===== src/rtl/flappy_pkg.sv =====
// Shared constants and types for the flappy game core (physics controller and AI pilot).
package flappy_pkg;

  localparam int unsigned GROUND_Y    = 668;
  localparam int unsigned BIRD_HEIGHT = 35;
  // 65 MHz / 60 Hz terminal count; frame period is FRAME_DIV+1 cycles.
  localparam int unsigned FRAME_DIV   = 1083333;

  // Width of the signed per-frame velocity estimate.
  localparam int unsigned VEL_W = 10;

  typedef enum logic [2:0] {
    AI_IDLE     = 3'd0,
    AI_TRACK    = 3'd1,
    AI_DECIDE   = 3'd2,
    AI_FIRE     = 3'd3,
    AI_COOLDOWN = 3'd4
  } ai_state_e;

  // Saturate a 13-bit signed pixel difference into the VEL_W-bit range [-512, 511].
  function automatic logic [VEL_W-1:0] sat10(input logic signed [12:0] d);
    logic [VEL_W-1:0] r;
    if (d > 13'sd511) begin
      r = 10'b01_1111_1111;
    end else if (d < -13'sd512) begin
      r = 10'b10_0000_0000;
    end else begin
      r = d[VEL_W-1:0];
    end
    return r;
  endfunction

endpackage


===== src/rtl/frame_tick_gen.sv =====
// Free-running frame counter: counts 0..FRAME_DIV and pulses frame_tick while at FRAME_DIV.
module frame_tick_gen #(
  parameter int unsigned FRAME_DIV = flappy_pkg::FRAME_DIV
) (
  input  logic clk,
  input  logic rst_n,
  output logic frame_tick
);

  localparam int unsigned CW = (FRAME_DIV < 1) ? 1 : $clog2(FRAME_DIV + 1);
  localparam logic [CW-1:0] TERM = CW'(FRAME_DIV);

  logic [CW-1:0] cnt_q;

  // Counter wraps to zero on the terminal count.
  always_ff @(posedge clk or negedge rst_n) begin
    if (!rst_n) begin
      cnt_q <= '0;
    end else if (cnt_q == TERM) begin
      cnt_q <= '0;
    end else begin
      cnt_q <= cnt_q + 1'b1;
    end
  end

  assign frame_tick = (cnt_q == TERM);

endmodule


===== src/rtl/flappy_ai_pilot.sv =====
// Autopilot for the bird: estimates velocity once per frame, predicts the next position and
// issues a one-cycle ai_jump when the bird would sink below the aim line.
// Optional macro AI_JITTER_EN: subtracts 0..15 px of LFSR jitter from the aim line.
module flappy_ai_pilot #(
  parameter int unsigned FRAME_DIV       = flappy_pkg::FRAME_DIV,
  parameter int unsigned BIRD_HEIGHT     = flappy_pkg::BIRD_HEIGHT,
  parameter int unsigned GAP_H           = 160,
  parameter int unsigned AIM_MARGIN      = 12,
  parameter int unsigned CEIL_GUARD      = 40,
  parameter int unsigned COOLDOWN_FRAMES = 6
) (
  input  logic        clk,
  input  logic        rst_n,
  input  logic        game_active,
  input  logic        auto_mode,
  input  logic [11:0] bird_y,
  input  logic [11:0] gap_top,
  output logic        ai_jump,
  output logic [9:0]  vel_est,
  output logic [2:0]  ai_state
);

  import flappy_pkg::*;

  localparam logic signed [13:0] BH_S      = 14'(BIRD_HEIGHT);
  localparam logic signed [13:0] TGT_OFS   = 14'(GAP_H - AIM_MARGIN);
  localparam logic [11:0]        CEIL_Y    = 12'(CEIL_GUARD);
  localparam logic [3:0]         COOL_INIT = 4'(COOLDOWN_FRAMES);

  ai_state_e         state_q, state_d;
  logic [11:0]       y_prev_q, y_prev_d;
  logic [VEL_W-1:0]  vel_q, vel_d;
  logic              vel_valid_q, vel_valid_d;
  logic [3:0]        cool_q, cool_d;
  logic              jump_q, jump_d;

  logic              frame_tick;
  logic              enable;
  logic              sample_en;
  logic signed [12:0] y_diff;
  logic signed [13:0] pred;
  logic signed [13:0] target;

  frame_tick_gen #(
    .FRAME_DIV (FRAME_DIV)
  ) u_frame_tick_gen (
    .clk        (clk),
    .rst_n      (rst_n),
    .frame_tick (frame_tick)
  );

  assign enable = game_active & auto_mode;

`ifdef AI_JITTER_EN
  logic [15:0] lfsr_q;

  // Fibonacci LFSR (taps 16,14,13,11) stepping once per frame for aim-line jitter.
  always_ff @(posedge clk or negedge rst_n) begin
    if (!rst_n) begin
      lfsr_q <= 16'hACE1;
    end else if (frame_tick) begin
      lfsr_q <= {lfsr_q[0] ^ lfsr_q[2] ^ lfsr_q[3] ^ lfsr_q[5], lfsr_q[15:1]};
    end
  end
`endif

  // Prediction and aim line, all in signed 14-bit so a strongly negative velocity stays sane.
  always_comb begin
    y_diff = $signed({1'b0, bird_y}) - $signed({1'b0, y_prev_q});
    pred   = $signed({2'b00, bird_y}) + $signed({{4{vel_q[VEL_W-1]}}, vel_q}) + BH_S;
`ifdef AI_JITTER_EN
    target = $signed({2'b00, gap_top}) + TGT_OFS - $signed({10'd0, lfsr_q[3:0]});
`else
    target = $signed({2'b00, gap_top}) + TGT_OFS;
`endif
  end

  // Next-state logic; dropping enable overrides everything, even mid-FIRE.
  always_comb begin
    state_d     = state_q;
    y_prev_d    = y_prev_q;
    vel_d       = vel_q;
    vel_valid_d = vel_valid_q;
    cool_d      = cool_q;
    jump_d      = 1'b0;
    sample_en   = 1'b0;

    if (!enable) begin
      state_d     = AI_IDLE;
      vel_valid_d = 1'b0;
      cool_d      = '0;
      vel_d       = '0;
    end else begin
      case (state_q)
        AI_IDLE: state_d = AI_TRACK;
        AI_TRACK: begin
          if (frame_tick) begin
            sample_en = 1'b1;
            state_d   = AI_DECIDE;
          end
        end
        AI_DECIDE: begin
          if ((pred > target) && (bird_y >= CEIL_Y)) begin
            state_d = AI_FIRE;
            jump_d  = 1'b1;
          end else begin
            state_d = AI_TRACK;
          end
        end
        AI_FIRE: begin
          cool_d  = COOL_INIT;
          state_d = AI_COOLDOWN;
        end
        AI_COOLDOWN: begin
          if (frame_tick) begin
            sample_en = 1'b1;
            cool_d    = cool_q - 4'd1;
            if (cool_q <= 4'd1) begin
              cool_d  = '0;
              state_d = AI_TRACK;
            end
          end
        end
        default: state_d = AI_IDLE;
      endcase

      // First sample after (re)entry only primes y_prev; velocity needs two samples.
      if (sample_en) begin
        y_prev_d = bird_y;
        if (vel_valid_q) begin
          vel_d = sat10(y_diff);
        end else begin
          vel_d       = '0;
          vel_valid_d = 1'b1;
        end
      end
    end
  end

  // State and datapath registers.
  always_ff @(posedge clk or negedge rst_n) begin
    if (!rst_n) begin
      state_q     <= AI_IDLE;
      y_prev_q    <= '0;
      vel_q       <= '0;
      vel_valid_q <= 1'b0;
      cool_q      <= '0;
      jump_q      <= 1'b0;
    end else begin
      state_q     <= state_d;
      y_prev_q    <= y_prev_d;
      vel_q       <= vel_d;
      vel_valid_q <= vel_valid_d;
      cool_q      <= cool_d;
      jump_q      <= jump_d;
    end
  end

  assign ai_jump  = jump_q;
  assign vel_est  = vel_q;
  assign ai_state = state_q;

endmodule


===== config.mk =====
export PLATFORM = sky130hd
export DESIGN_NAME = flappy_ai_pilot
export DESIGN_NICKNAME = d
export VERILOG_FILES = /design/src/rtl/flappy_pkg.sv /design/src/rtl/frame_tick_gen.sv /design/src/rtl/flappy_ai_pilot.sv
export SDC_FILE = /design/constraint.sdc
export NUM_CORES = 1
export LEC_CHECK = 0
export ABC_AREA = 1
export CORE_UTILIZATION = 60
export CTS_CLUSTER_DIAMETER = 50
export DETAILED_ROUTE_END_ITERATION = 8
export PLACE_DENSITY_LB_ADDON = 0.3
export SYNTH_ARGS = -nofsm -noshare
export SYNTH_HDL_FRONTEND = slang
export SYNTH_HIERARCHICAL = 1
export SYNTH_SLANG_ARGS = --single-unit

===== constraint.sdc =====
create_clock -name clk -period 4.5 [get_ports clk]
set_input_delay 0.9 -clock clk [delete_from_list [all_inputs] [get_ports clk]]
set_output_delay 0.9 -clock clk [all_outputs]
set_load 0.05 [all_outputs]

==> Implementation_results.wiki <==
{| class="wikitable"
! Metric !! Value
|-
| Most used DFF post-synth || sky130_fd_sc_hd__dfrtp_1
|-
| Clk network pwr share || 26.0%
|-
| Worst EP required || between 4 and 5 ns
|-
| Vias in the first global route || 4205
|-
| Startpoint-to-endpoint class of the critical path || input port to flip-flop
|-
| Total vias in the final route || between 4000 and 5000
|-
| Worst hold path cell count || 2
|-
| Input/output buffers || 41
|-
| Total count of hold-check failures in the final report || 0
|-
| Clock Pin Slew Worst Setup and Hold Paths || approximately 0.10 ns
|-
| Total Negative Setup Slacks || 0 ns
|-
| Area share of the largest cell type after synthesis || 27.67%
|-
| Dominant cells by area after synthesis || sky130_fd_sc_hd__dfrtp_1, sky130_fd_sc_hd__ha_1, sky130_fd_sc_hd__nand2_1, sky130_fd_sc_hd__inv_1, sky130_fd_sc_hd__xor2_1
|-
| Portion of total power attributed to combinational logic || 29.1%
|-
| Number of iterations in the first detailed-routing pass || 5
|-
| Max-Slew Margin vs Limit || 55.53%
|-
| Min Tclk post-route || 4.127 ns
|-
| Clk buf depth || 2
|-
| Pint || 0.7126 mW
|-
| Share of total power in sequential cells || 44.9%
|-
| Detailed router's first-iteration violation count || 231
|-
| DP Area || 0.005266 mm^2
|-
| Sequential share of the synthesized area || 27.67%
|-
| Hold slack || about 0.51 ns
|-
| Syn_nets || between 700 and 800
|-
| Final critical-path share of the clock period || 91.72%
|-
| Share of final-layout standard cells stronger than drive strength 1 || a little under a tenth
|-
| Die H || roughly 90 um
|-
| FF-to-FF setup slack || between 1 and 1.5 ns
|-
| Origin of the critical flop-to-flop path || vel_est[1]
|-
| Startpoint kind of the worst setup timing path || input port
|-
| Highest ir drop seen on vdd || around 0.00016 V
|-
| Cell area after synthesis || 0.004702 mm^2
|-
| Critical R2R Capture || ai_state[1]
|-
| Initial Utilization || 63.47%
|-
| Post-Synthesis Mean Instance Area || 7.168 um^2
|-
| Number of instances resized during post-cts repair || 0
|-
| Destination of the worst hold path || y_prev_q[0]
|-
| Number of buffers added to fix hold violations after cts || 0
|-
| Overall overflow remaining after global route || 0
|-
| Area growth from synthesis to final layout || 13.94%
|-
| # Post-CTS Setup Buffers || 0
|-
| Routed length per instance || 12.74 um
|-
| Worst Setup End Kind || flip-flop
|-
| Cell taking the most area after synthesis || sky130_fd_sc_hd__dfrtp_1
|-
| Finished Core Util || between 70% and 80%
|-
| TritonCTS clock tree || done
|-
| Core area || 0.007408 mm^2
|-
| Post-synthesis instance total || 656
|-
| Total track usage || 27.23%
|-
| CTS H-Tree Depth || 2
|-
| Run status || complete, no violations
|-
| Hold path start || y_prev_q[0]
|-
| Inserted Diodes || 0
|-
| Total of max-cap violations || 0
|-
| Number of vias per cell || between 5 and 6
|-
| Number of enable flip-flop cells after synthesis || 0
|-
| # IOs || 42
|-
| Remaining routing DRC violations || 0
|-
| Number of flip-flops and latches in the synthesized netlist || 52
|-
| FP Rows || 31
|-
| Library cell used as clock root buffer || sky130_fd_sc_hd__clkbuf_8
|-
| Detailed-route wire length || approximately 10 mm
|-
| Most common library cells after synthesis || sky130_fd_sc_hd__nand2_1, sky130_fd_sc_hd__inv_1, sky130_fd_sc_hd__nor2_1, sky130_fd_sc_hd__ha_1, sky130_fd_sc_hd__dfrtp_1
|-
| Final weighted congestion in routability-driven placement || 0.8989
|-
| Highest fanout seen on the critical path || 4
|-
| Distinct cell type count of the synthesized netlist || 36
|-
| Final setup violating endpoints || 0
|-
| Largest net degree at the start of global routing || 53
|-
| Worst hold-check path type || flip-flop to flip-flop
|-
| Max Transition Viols Final || 0
|-
| CTS buffer count || 5
|-
| Cell area after layout || about 0.0054 mm^2
|-
| First-pass GRT wire length || 18.33 mm
|-
| Logic depth of the worst register-to-register path || 17
|-
| Clk sinks || 52
|-
| Floorplan die width || a little over 90 um
|-
| Unrepaired setup endpoints after global routing || false
|-
| Number of warnings issued by yosys || 6
|-
| Share of synthesized registers carrying an async set or reset || 100.0%
|-
| Clock skew after layout || roughly 0.011 ns
|-
| Transition time of the tightest slew-check pin || 0.6671 ns
|-
| Clock insertion delay at the later pin of the skew report || 0.31 ns
|-
| Initial antenna violation count || 0
|-
| HPWL after detailed placement || a little over 8 mm
|-
| Switching pwr || 0.3584 mW
|-
| Most frequent cell after synthesis || sky130_fd_sc_hd__nand2_1
|-
| Antenna-violating nets left || 0
|-
| Cell Pwr Density || 199.9 mW/mm^2
|-
| Die Area || between 0.008 and 0.009 mm^2
|-
| Fraction of power spent switching nets || between 30% and 40%
|-
| Leak || 2.888 nW
|-
| Final net count || between 700 and 800
|-
| Maximum operating frequency || approximately 240 MHz
|-
| Post-route total power || 1.071 mW
|-
| CP Data Arrival Time || 4.33 ns
|}
==> layout by cell type (no fill, tap or decap), types with 7 or more instances in the layout <==
cell type and count:
sky130_fd_sc_hd__nor2_4 8, sky130_fd_sc_hd__nand3_2 8, sky130_fd_sc_hd__dfrtp_1 52, sky130_fd_sc_hd__xnor2_1 13, sky130_fd_sc_hd__nand2_1 180, sky130_fd_sc_hd__xor2_1 28
sky130_fd_sc_hd__o21ai_0 26, sky130_fd_sc_hd__nor2_1 58, sky130_fd_sc_hd__nand4_1 13, sky130_fd_sc_hd__ha_1 54, sky130_fd_sc_hd__nand2_2 13, sky130_fd_sc_hd__nand3_1 30
sky130_fd_sc_hd__clkdlybuf4s50_1 40, sky130_fd_sc_hd__a21oi_1 22, sky130_fd_sc_hd__inv_2 8, sky130_fd_sc_hd__buf_4 7, sky130_fd_sc_hd__inv_1 100
==> power by group through the flow <==
stage               Sequential, mW  Combinational, mW  Clock, mW
floorplan                    0.494              0.209          0
global placement             0.490              0.298          0
detailed placement           0.490              0.308          0
CTS                          0.481              0.311      0.283
global route                 0.482              0.353      0.298
finish                       0.481              0.312      0.278
==> kinds of logic after synthesis <==
group / after synthesis / synth area share, %
AO/OA/AOI/OAI: 67 / 8.329
XOR/XNOR: 41 / 7.637
flip-flops: 52 / 27.67
buffers and inverters: 112 / 9.074
adder cells (fa/ha/maj): 56 / 15.22
AND/OR/NAND/NOR: 328 / 32.07
==> per-stage QoR <==
step	cells	setup slack [ns]
2_1_floorplan	656	1.001
3_3_place_gp	800	0.2305
5_1_grt	808	0.08352
4_1_cts	808	0.3740
6_report	808	0.3727
3_5_place_dp	800	0.03372
==> cell type report <==
type / instances / area [um^2]
clock buffer: 5 / 68.82
clock inverter: 3 / 22.52
fill: 597 / 2051
inverter: 109 / 409.1
multi-input combinational: 492 / 2974
sequential: 52 / 1301
tap: 99 / 123.9
timing repair buffer: 48 / 457.9
==> worst max-delay path, cell delays in order <==
cell and delay [ns]:
sky130_fd_sc_hd__clkdlybuf4s50_1 0.55, sky130_fd_sc_hd__inv_1 0.09, sky130_fd_sc_hd__ha_1 0.30, sky130_fd_sc_hd__inv_1 0.06, sky130_fd_sc_hd__ha_1 0.21, sky130_fd_sc_hd__inv_1 0.08, sky130_fd_sc_hd__fa_1 0.41, sky130_fd_sc_hd__nand3b_1 0.18
sky130_fd_sc_hd__nand2_1 0.15, sky130_fd_sc_hd__a31o_2 0.19, sky130_fd_sc_hd__a31oi_1 0.09, sky130_fd_sc_hd__xnor2_1 0.14, sky130_fd_sc_hd__ha_1 0.29, sky130_fd_sc_hd__nand2_1 0.08, sky130_fd_sc_hd__nor4_1 0.32, sky130_fd_sc_hd__a21oi_1 0.12
sky130_fd_sc_hd__nand3_1 0.11, sky130_fd_sc_hd__a21oi_1 0.07
==> layer usage <==
layer / vias up / track usage, % / wire length, um
met5: - / 0 / 0
li1: 2170 / - / -
met3: 12 / 3.199 / 366
met4: 0 / 6.048 / 117
met1: 1934 / 35.55 / 4913
met2: 93 / 48.11 / 4898
==> worst max-delay path by stage <==
stage	from	to	slack, ns	cells after the start
2_1_floorplan	bird_y[1]	ai_state[1]	1.00	17
3_3_place_gp	bird_y[1]	ai_state[1]	0.23	18
3_5_place_dp	bird_y[1]	ai_state[1]	0.03	18
4_1_cts	bird_y[1]	ai_state[1]	0.37	18
5_1_grt	bird_y[1]	ai_state[1]	0.08	18
6_report	bird_y[1]	ai_state[1]	0.37	18
==> sequential cells by signal, summed over array words and instances (netlist names) <==
register and count:
u_frame_tick_gen/cnt_q 21, cool_q 4, vel_valid_q 1, ai_jump 1, vel_est 10, ai_state 3
y_prev_q 12
(Power assumes the default switching activity.)
